$ cat config.mk
export PLATFORM = sky130hd
export DESIGN_NAME = uart_tx_arbiter
export DESIGN_NICKNAME = d
export VERILOG_FILES = /design/src/rtl/uart_tx_arbiter_pkg.sv /design/src/rtl/uart_rr_pick.sv /design/src/rtl/uart_tx_arbiter.sv
export SDC_FILE = /design/constraint.sdc
export NUM_CORES = 1
export LEC_CHECK = 0
export ABC_CLOCK_PERIOD_IN_PS = 3200
export CAP_MARGIN = 20
export CORE_UTILIZATION = 47
export CTS_CLUSTER_DIAMETER = 40
export DETAILED_ROUTE_END_ITERATION = 6
export GPL_ROUTABILITY_DRIVEN = 0
export PLACE_DENSITY = 0.8
export SLEW_MARGIN = 15
export SYNTH_ARGS = -nofsm -noshare
export SYNTH_HDL_FRONTEND = slang
export SYNTH_SLANG_ARGS = --single-unit
$ cat constraint.sdc
create_clock -name CLK -period 3.2 [get_ports CLK]
set_clock_uncertainty 0.05 [all_clocks]
set_input_delay 0.8 -clock CLK [delete_from_list [all_inputs] [get_ports CLK]]
set_output_delay 0.8 -clock CLK [all_outputs]
set_load 0.05 [all_outputs]
$ cat src/rtl/uart_tx_arbiter_pkg.sv
// Shared definitions for the UART transmit path: arbiter state encodings and
// the default line rate / main clock constants used by the UART and the arbiter.
`timescale 1ns/1ps
package uart_defs;

    typedef enum logic [1:0] {
        ST_IDLE = 2'd0,
        ST_SEND = 2'd1,
        ST_WAIT = 2'd2
    } arbState_t;

    localparam int CLK_FREQ_HZ  = 50_000_000;
    localparam int BAUDRATE     = 115_200;
    localparam int CLKS_PER_BIT = CLK_FREQ_HZ / BAUDRATE;

endpackage

$ cat src/rtl/uart_rr_pick.sv
// Combinational round-robin picker: first set request at or after ptr+1,
// wrapping modulo NREQ, returned both one-hot and as an index.
`timescale 1ns/1ps
module uart_rr_pick #(
    parameter int NREQ = 4,
    parameter int IW   = $clog2(NREQ)
) (
    input  logic [NREQ-1:0] req_i,
    input  logic [IW-1:0]   ptr_i,
    output logic [NREQ-1:0] winner_o,
    output logic [IW-1:0]   winIdx_o
);

    logic          found;
    logic [IW-1:0] cand;

    // Walk the ring starting just past the last owner; the first hit wins.
    always_comb begin
        winner_o = '0;
        winIdx_o = '0;
        found    = 1'b0;
        cand     = '0;
        for (int off = 1; off <= NREQ; off++) begin
            cand = IW'((int'(ptr_i) + off) % NREQ);
            if (!found && req_i[cand]) begin
                found          = 1'b1;
                winner_o[cand] = 1'b1;
                winIdx_o       = cand;
            end
        end
    end

endmodule

$ cat src/rtl/uart_tx_arbiter.sv
// Round-robin arbiter sharing one UART transmitter among NREQ byte streams.
// A grant covers a whole packet; a granted requester that stalls is dropped.
`timescale 1ns/1ps
module uart_tx_arbiter
    import uart_defs::*;
#(
    parameter int NREQ    = 4,
    parameter int TIMEOUT = 1024
) (
    input  logic              CLK,
    input  logic              RESET,
    input  logic [NREQ-1:0]   REQ_VALID,
    input  logic [8*NREQ-1:0] REQ_DATA,
    input  logic [NREQ-1:0]   REQ_LAST,
    output logic [NREQ-1:0]   REQ_READY,
    output logic [NREQ-1:0]   GRANT,
    output logic              TXSTART,
    output logic [7:0]        TXDATA,
    input  logic              TXBUSY,
    input  logic              TXDONE,
    output logic              BUSY,
    output logic              TIMEOUT_ERR
);

    localparam int               IW         = $clog2(NREQ);
    localparam int               CNT_W      = (TIMEOUT > 0) ? $clog2(TIMEOUT + 1) : 1;
    localparam logic [CNT_W-1:0] CNT_LIMIT  = CNT_W'(TIMEOUT);
    localparam bit               TIMEOUT_EN = (TIMEOUT != 0);

    arbState_t        state_q, state_d;
    logic [IW-1:0]    ptr_q, ptr_d;
    logic [IW-1:0]    gIdx_q, gIdx_d;
    logic [NREQ-1:0]  grant_q, grant_d;
    logic [7:0]       txData_q, txData_d;
    logic             last_q, last_d;
    logic             txStart_q, txStart_d;
    logic             timeoutErr_q, timeoutErr_d;
    logic [CNT_W-1:0] idleCnt_q, idleCnt_d;
    logic [CNT_W-1:0] idleCntInc;

    logic [NREQ-1:0]  pickOneHot;
    logic [IW-1:0]    pickIdx;
    logic             curValid;
    logic             curLast;
    logic [7:0]       curData;
    logic             accept;

    uart_rr_pick #(
        .NREQ (NREQ),
        .IW   (IW)
    ) u_pick (
        .req_i    (REQ_VALID),
        .ptr_i    (ptr_q),
        .winner_o (pickOneHot),
        .winIdx_o (pickIdx)
    );

    assign curValid   = REQ_VALID[gIdx_q];
    assign curLast    = REQ_LAST[gIdx_q];
    assign curData    = REQ_DATA[{gIdx_q, 3'b000} +: 8];
    assign accept     = (state_q == ST_SEND) && curValid && !TXBUSY;
    assign idleCntInc = (idleCnt_q == '1) ? idleCnt_q : idleCnt_q + 1'b1;

    // Only the owner can be handshaken, and only while the UART is free.
    always_comb begin
        REQ_READY = '0;
        if (state_q == ST_SEND && !TXBUSY) begin
            REQ_READY = grant_q & REQ_VALID;
        end
    end

    always_comb begin
        state_d      = state_q;
        ptr_d        = ptr_q;
        gIdx_d       = gIdx_q;
        grant_d      = grant_q;
        txData_d     = txData_q;
        last_d       = last_q;
        txStart_d    = 1'b0;
        timeoutErr_d = 1'b0;
        idleCnt_d    = '0;

        case (state_q)
            ST_IDLE: begin
                if (|REQ_VALID) begin
                    grant_d = pickOneHot;
                    gIdx_d  = pickIdx;
                    state_d = ST_SEND;
                end
            end

            ST_SEND: begin
                if (accept) begin
                    txData_d  = curData;
                    last_d    = curLast;
                    txStart_d = 1'b1;
                    state_d   = ST_WAIT;
                end else if (!curValid) begin
                    // Saturating count of consecutive empty cycles from the owner.
                    idleCnt_d = idleCntInc;
                    if (TIMEOUT_EN && (idleCntInc >= CNT_LIMIT)) begin
                        timeoutErr_d = 1'b1;
                        ptr_d        = gIdx_q;
                        grant_d      = '0;
                        idleCnt_d    = '0;
                        state_d      = ST_IDLE;
                    end
                end
            end

            ST_WAIT: begin
                if (TXDONE) begin
                    if (last_q) begin
                        ptr_d   = gIdx_q;
                        grant_d = '0;
                        state_d = ST_IDLE;
                    end else begin
                        state_d = ST_SEND;
                    end
                end
            end

            default: begin
                grant_d = '0;
                state_d = ST_IDLE;
            end
        endcase
    end

    // ptr resets to the last index so that requester 0 has first priority.
    always_ff @(posedge CLK) begin
        if (!RESET) begin
            state_q      <= ST_IDLE;
            ptr_q        <= IW'(NREQ - 1);
            gIdx_q       <= '0;
            grant_q      <= '0;
            txData_q     <= '0;
            last_q       <= 1'b0;
            txStart_q    <= 1'b0;
            timeoutErr_q <= 1'b0;
            idleCnt_q    <= '0;
        end else begin
            state_q      <= state_d;
            ptr_q        <= ptr_d;
            gIdx_q       <= gIdx_d;
            grant_q      <= grant_d;
            txData_q     <= txData_d;
            last_q       <= last_d;
            txStart_q    <= txStart_d;
            timeoutErr_q <= timeoutErr_d;
            idleCnt_q    <= idleCnt_d;
        end
    end

    assign GRANT       = grant_q;
    assign TXSTART     = txStart_q;
    assign TXDATA      = txData_q;
    assign TIMEOUT_ERR = timeoutErr_q;
    assign BUSY        = (state_q != ST_IDLE);

endmodule

=== Word-level counts from Yosys, hierarchy flattened ===
Cells that the tools add are included.

* $add $sub $neg: 5
* $mul: 0
* Divide/modulo/power cells: 0
* $lt $le $gt $ge: 10
* Eq/ne operators: 11
* Shift-type cells: 1
* Muxes and demuxes: 55
* Bitwise logic cells: 6
* Reductions and logical operators: 26

{| class="wikitable"
|+ Operators by type and width
! operator !! count
|-
| 4-bit two-way mux || 11
|-
| 32-bit by 6-bit indexed part select with 8-bit output || 1
|-
| 2-bit two-way mux || 14
|-
| 1-bit two-way mux || 16
|-
| 2-bit by 3-bit less-than comparator with 1-bit output, second input constant || 5
|-
| 1-bit binary-select mux with 2-bit select || 6
|-
| 4-bit OR || 3
|-
| 4-bit case mux with 3 select lines || 1
|-
| 6-bit AND reduction || 2
|-
| 11-bit by 1-bit adder with 11-bit output, second input constant || 1
|-
| 11-bit == test, second input constant || 1
|-
| 11-bit >= comparator, second input constant || 1
|-
| 11-bit two-way mux || 1
|-
| 1-bit logical AND || 10
|-
| 2-bit inequality test, second input constant || 5
|-
| 1-bit demux with 2-bit select || 4
|-
| 2-bit by 1-bit >= comparator with 1-bit output, second input constant || 4
|-
| 4-bit OR reduction || 2
|-
| 2-bit case mux with 3 select lines || 1
|-
| 2-bit AND reduction || 3
|-
| 5-bit OR reduction || 1
|-
| 2-bit by 1-bit adder with 2-bit output, second input constant || 2
|-
| 2-bit adder, second input constant || 2
|-
| 4-bit bitwise AND || 1
|-
| 11 further kinds || 16
|}

* Bits in registers: 32
* Latch bits: 0
* Memory bits (writable): 0
* Memory bits (read-only): 0
* Input bits: 44
* Output and inout port bits: 19
* Logic and storage cells: 123
* Memories: 0

=== Longest topological paths before layout ===
* Depth after elaboration: 15
* Gate-level depth with buffers: 10
* Depth with buffers taken out: 7

=== Cells and area by module ===
From an unflattened synthesis, not the netlist that was laid out.

* Cell total of the unflattened synthesis: 230
* Area total of the unflattened synthesis: 2159.6 um^2

{| class="wikitable"
|+ Modules (own cells, without submodules)
! module !! times used !! cells an instance !! area an instance (um^2) !! seq. area each (um^2)
|-
| uart_tx_arbiter || 1 || 162 || 1614.0 || 640.6
|-
| uart_rr_pick || 1 || 68 || 545.5 || 0.0
|}

=== Least setup slack after synthesis ===
OpenSTA, ideal clock, no wires.

* Kind: reg-to-reg
* From: register ptr_q[0]
* To: register gIdx_q[1]
* Setup time: 0.073 ns
* Arrival time: 2.474 ns
* Required time: 3.077 ns
* Slack: 0.603 ns
* Stages on the path, launching flop included: 11
* Path buffers: 3
* Clock period less this slack: 2.597 ns
* Cells stage by stage: dfxtp_1 -> buf_2 -> inv_1 -> ha_1 -> buf_6 -> mux4_2 -> buf_6 -> or3b_4 -> nor2_2 -> a211oi_1 -> nor3_2

* Word-level cells in the longest chain between the ends: 13
* Elaborated cells on any way between the ends: 25
* Those cells by class: 4 x add/sub; 15 x mux; 6 x reduce/logical

{| class="wikitable"
|+ Ends and longest elaborated chain
! what !! line !! text
|-
| from (decl) || uart_tx_arbiter.sv:31 || <nowiki>logic [IW-1:0] ptr_q, ptr_d;</nowiki>
|-
| from (signal assigned) || uart_tx_arbiter.sv:134 || <nowiki>ptr_q <= IW'(NREQ - 1);</nowiki>
|-
| from (signal assigned) || uart_tx_arbiter.sv:144 || <nowiki>ptr_q <= ptr_d;</nowiki>
|-
| 2-bit by 1-bit adder with 2-bit output || uart_rr_pick.sv:24 || <nowiki>cand = IW'((int'(ptr_i) + off) % NREQ);</nowiki>
|-
| 1-bit binary-select mux with 2-bit select || uart_rr_pick.sv:25 || <nowiki>if (!found && req_i[cand]) begin</nowiki>
|-
| 1-bit two-way mux (not written as such) || uart_rr_pick.sv:25 ||
|-
| 1-bit two-way mux || uart_rr_pick.sv:25 ||
|-
| 1-bit logical NOT || uart_rr_pick.sv:25 ||
|-
| 1-bit logical AND || uart_rr_pick.sv:25 ||
|-
| 1-bit two-way mux || uart_rr_pick.sv:25 ||
|-
| 1-bit logical NOT || uart_rr_pick.sv:25 ||
|-
| 1-bit logical AND || uart_rr_pick.sv:25 ||
|-
| 1-bit two-way mux || uart_rr_pick.sv:25 ||
|-
| 1-bit logical NOT || uart_rr_pick.sv:25 ||
|-
| 1-bit logical AND || uart_rr_pick.sv:25 ||
|-
| 2-bit two-way mux * || uart_rr_pick.sv:25 ||
|-
| to (signal assigned) || uart_tx_arbiter.sv:145 || <nowiki>gIdx_q <= gIdx_d;</nowiki>
|-
| to (decl) || uart_tx_arbiter.sv:32 || <nowiki>logic [IW-1:0] gIdx_q, gIdx_d;</nowiki>
|}

Every way passes the cells marked *; elsewhere a longest branch is shown, timed or not. The select of a mux whose other input is x is not followed.
A chain may end at the register's enable or synchronous reset.

=== Final worst setup path ===
* From: input port TXBUSY
* To: output port REQ_READY[1]

* Word-level cells in the longest chain between the ends: 3

{| class="wikitable"
|+ Ends and longest elaborated chain
! what !! line !! text
|-
| from (decl) || uart_tx_arbiter.sv:19 || <nowiki>input logic TXBUSY,</nowiki>
|-
| 1-bit logical NOT || uart_tx_arbiter.sv:67 || <nowiki>if (state_q == ST_SEND && !TXBUSY) begin</nowiki>
|-
| 1-bit logical AND || uart_tx_arbiter.sv:67 ||
|-
| 4-bit two-way mux || uart_tx_arbiter.sv:67 ||
|-
| to (decl) || uart_tx_arbiter.sv:15 || <nowiki>output logic [NREQ-1:0] REQ_READY,</nowiki>
|}

Every way passes these cells.

==> flow_summary.yaml <==
floorplan:
  core_area_mm2: 0.00409
  ioPinCount: 63
  row_count: 23
  dieArea_mm2: 0.00463
  die_w_um: 68.0
  initial_core_util_pct: 50.2
  fp.dieH_um: 68.0
global_routing:
  antenna_found_initial: 0
  grt_pass1_vias: 1888
  grt_pass1_wl_mm: 8.54
  grt_use_met1_pct: 29.6
  overflow: 0
  met3_usage_pct: 5.33
  grt_max_degree: 15
  busiest_layer: "met2"
  grt_usage_pct: 25.7
  grt_use_met2_pct: 43.9
place:
  post-dp-hpwl_mm: 3.90
  dpl_cell_area_mm2: 0.00276
  port_buffers: 62
  pre_cts_slack_ns: 0.270
route:
  vias: 1935
  wire_per_inst_um: 16.0
  viasPerCell: 5.86
  wirelength_mm: 5.27
  drtPass1Iterations: 4
  drc: 0
  antenna_left: 0
  drt_iter0_drc: 70
pwr:
  comb_power_share_pct: 34.5
  p_switching_mw: 0.408
  sw_frac_of_total_pct: 31.8
  power_frac_seq_pct: 36.0
  p_per_area_mw_per_mm2: 446
  p_leak_nw: 1.13
  intPower_mw: 0.873
  irDropWorstVdd_mv: 0.293
  clkPwrFrac_pct: 29.6
worst_setup_path:
  start_kind: "primary input"
  critPathRequiredTime_ns: 2.35
  critPathKind: "in2out"
  rrSetupSlack_ns: 0.49
  worstPathMaxFanout: 6
  end_kind: "primary output"
  arrival_ns: 1.94
timing:
  grt_setup_unrepaired: "no"
  max_slew.worst_pin.slew_ns: 0.656
  slew_viol_final: 0
  relSlewSlack_pct: 55.9
  tns_ns: 0
  layout_min_cycle_time_ns: 2.79
  setup_ws_ns: 0.407
  finalSetupViolations: 0
  hold_ws_ns: 0.441
  fin_crit_sh_pct: 87.3
  fmax_mhz: 358
  hold_viol: 0
cells_and_area:
  finalInstanceArea_mm2: 0.00287
  drive_gt1_share_pct: 15.4
  diodes: 0
  area_growth_pct: 40.1
  final_nets: 332
clock_tree:
  path_clk_slew_ns: 0.06
  clk_latency_ns: 0.29
  post_cts_resized: 0
  cts_made_buffers: 5
  hold_buffers: 0
  clock_path_buffers: 2
  cts_max_level: 2
  cts_root_buf: "clkbuf_8"
  post-cts-setup-buffer-count: 0
  cts_tree: "done"
  clock_sinks: 32
logic_synthesis:
  synthDistinctLibCells: 46
  synth.area.top_cells: "dfxtp_1 31%, mux4_2 14%, mux2i_1 6.3%, ha_1 5.5%, nor2_1 5.3%"
  seq_area_frac_synth_pct: 31.3
  synth_top_area_share_pct: 31.3
  synth_compound_area_share_pct: 15.4
  postSynthAreaPerCell_um2: 9.53
  ys_warn_count: 0
  post-synth-top-count-cell: "dfxtp_1"
  synth_seq_cells: 32
  syn-cell-area_mm2: 0.00205
  synth_top_family_by_area: "multiplexers"
  synth-edff-count: 0
  syn_nets: 268
  netlist_instances: 215
  synth-adder-area-share_pct: 5.49
  synth_simple_gate_area_share_pct: 17.0
  muxShareOfSynthArea_pct: 22.3
  synth_top_flop_cell: "dfxtp_1"
  synthXorXnorAreaFrac_pct: 3.42
  async_flop_share_pct: 0
  synth_commonest_cells: "32 x dfxtp_1, 29 x nor2_1, 13 x mux2i_1, 13 x mux4_2, 10 x nand2_1"
  synth_largest_area_cell: "dfxtp_1"
flow_run:
  maxCapViolCount: 0
outcome:
  outcome: "completed"
min_path:
  min_path_type: "reg2reg"
[area by class of cell]
cell class              count  area (um2)
multi-input cells         161        1310
fillers                   325        1210
repair buffers             70         721
flip-flops and latches     32         641
clock buffers               6        72.6
well taps                  50        62.6
clock inverters             2        35.0
inverters                   9        33.8
[critical path, stage by stage]
cell and delay, ns:
clkdlybuf4s50_1 0.41, nor2_1 0.31, and3_1 0.27, buf_12 0.15
[layout by cell type (no fill, tap or decap), drive strengths merged, types with 4 or more instances in the layout]
cell type      count
clkdlybuf4s50     58
dfxtp             32
nor2              31
mux4              13
mux2i             13
buf               12
nand2             10
inv                9
a21oi              9
ha                 9
nand3              6
clkbuf             6
and3               5
o21ai              5
a221oi             5
xnor2              5
nor3               5
o2111ai            4
a221o              4
[layer usage]
metal	vias up	part of all wire, %
li1	930	-
met1	942	43
met2	54	50
met3	9	4.7
met4	0	2.0
met5	-	0
[path summary, 6_finish.rpt]
kind	startpoint	endpoint	cells after the start
hold reg to reg	TXDATA[6]	TXDATA[6]	2
setup / recovery	TXBUSY	REQ_READY[1]	4
hold / removal	TXDATA[6]	TXDATA[6]	2
setup reg to reg	ptr_q[1]	gIdx_q[1]	7
[power by group through the flow]
stage | clock [mW] | combinational, mW | sequential [mW]
floorplan | 0 | 0.247 | 0.510
global placement | 0 | 0.428 | 0.468
detailed placement | 0 | 0.436 | 0.469
CTS | 0.388 | 0.440 | 0.461
global route | 0.402 | 0.474 | 0.465
finish | 0.379 | 0.441 | 0.461
[through the flow]
step	std cells	total power, mW	util [%]
global route	330	1.34	70.3
floorplan	215	0.757	-
global placement	322	0.896	67.6
detailed placement	322	0.905	67.6
CTS	330	1.29	70.3
finish	330	1.28	70.3
[kinds of logic (layout without fill, tap and decap cells)]
logic type,after synthesis,after routing
buffers and inverters,22,87
muxes,29,29
other,1,1
and+or+nand+nor,71,71
xor gates and xnor gates,8,8
AOI/OAI and AO/OA,43,43
DFF,32,32
adders and majority gates,9,9
Note: power is estimated with default switching activity, not from simulation.
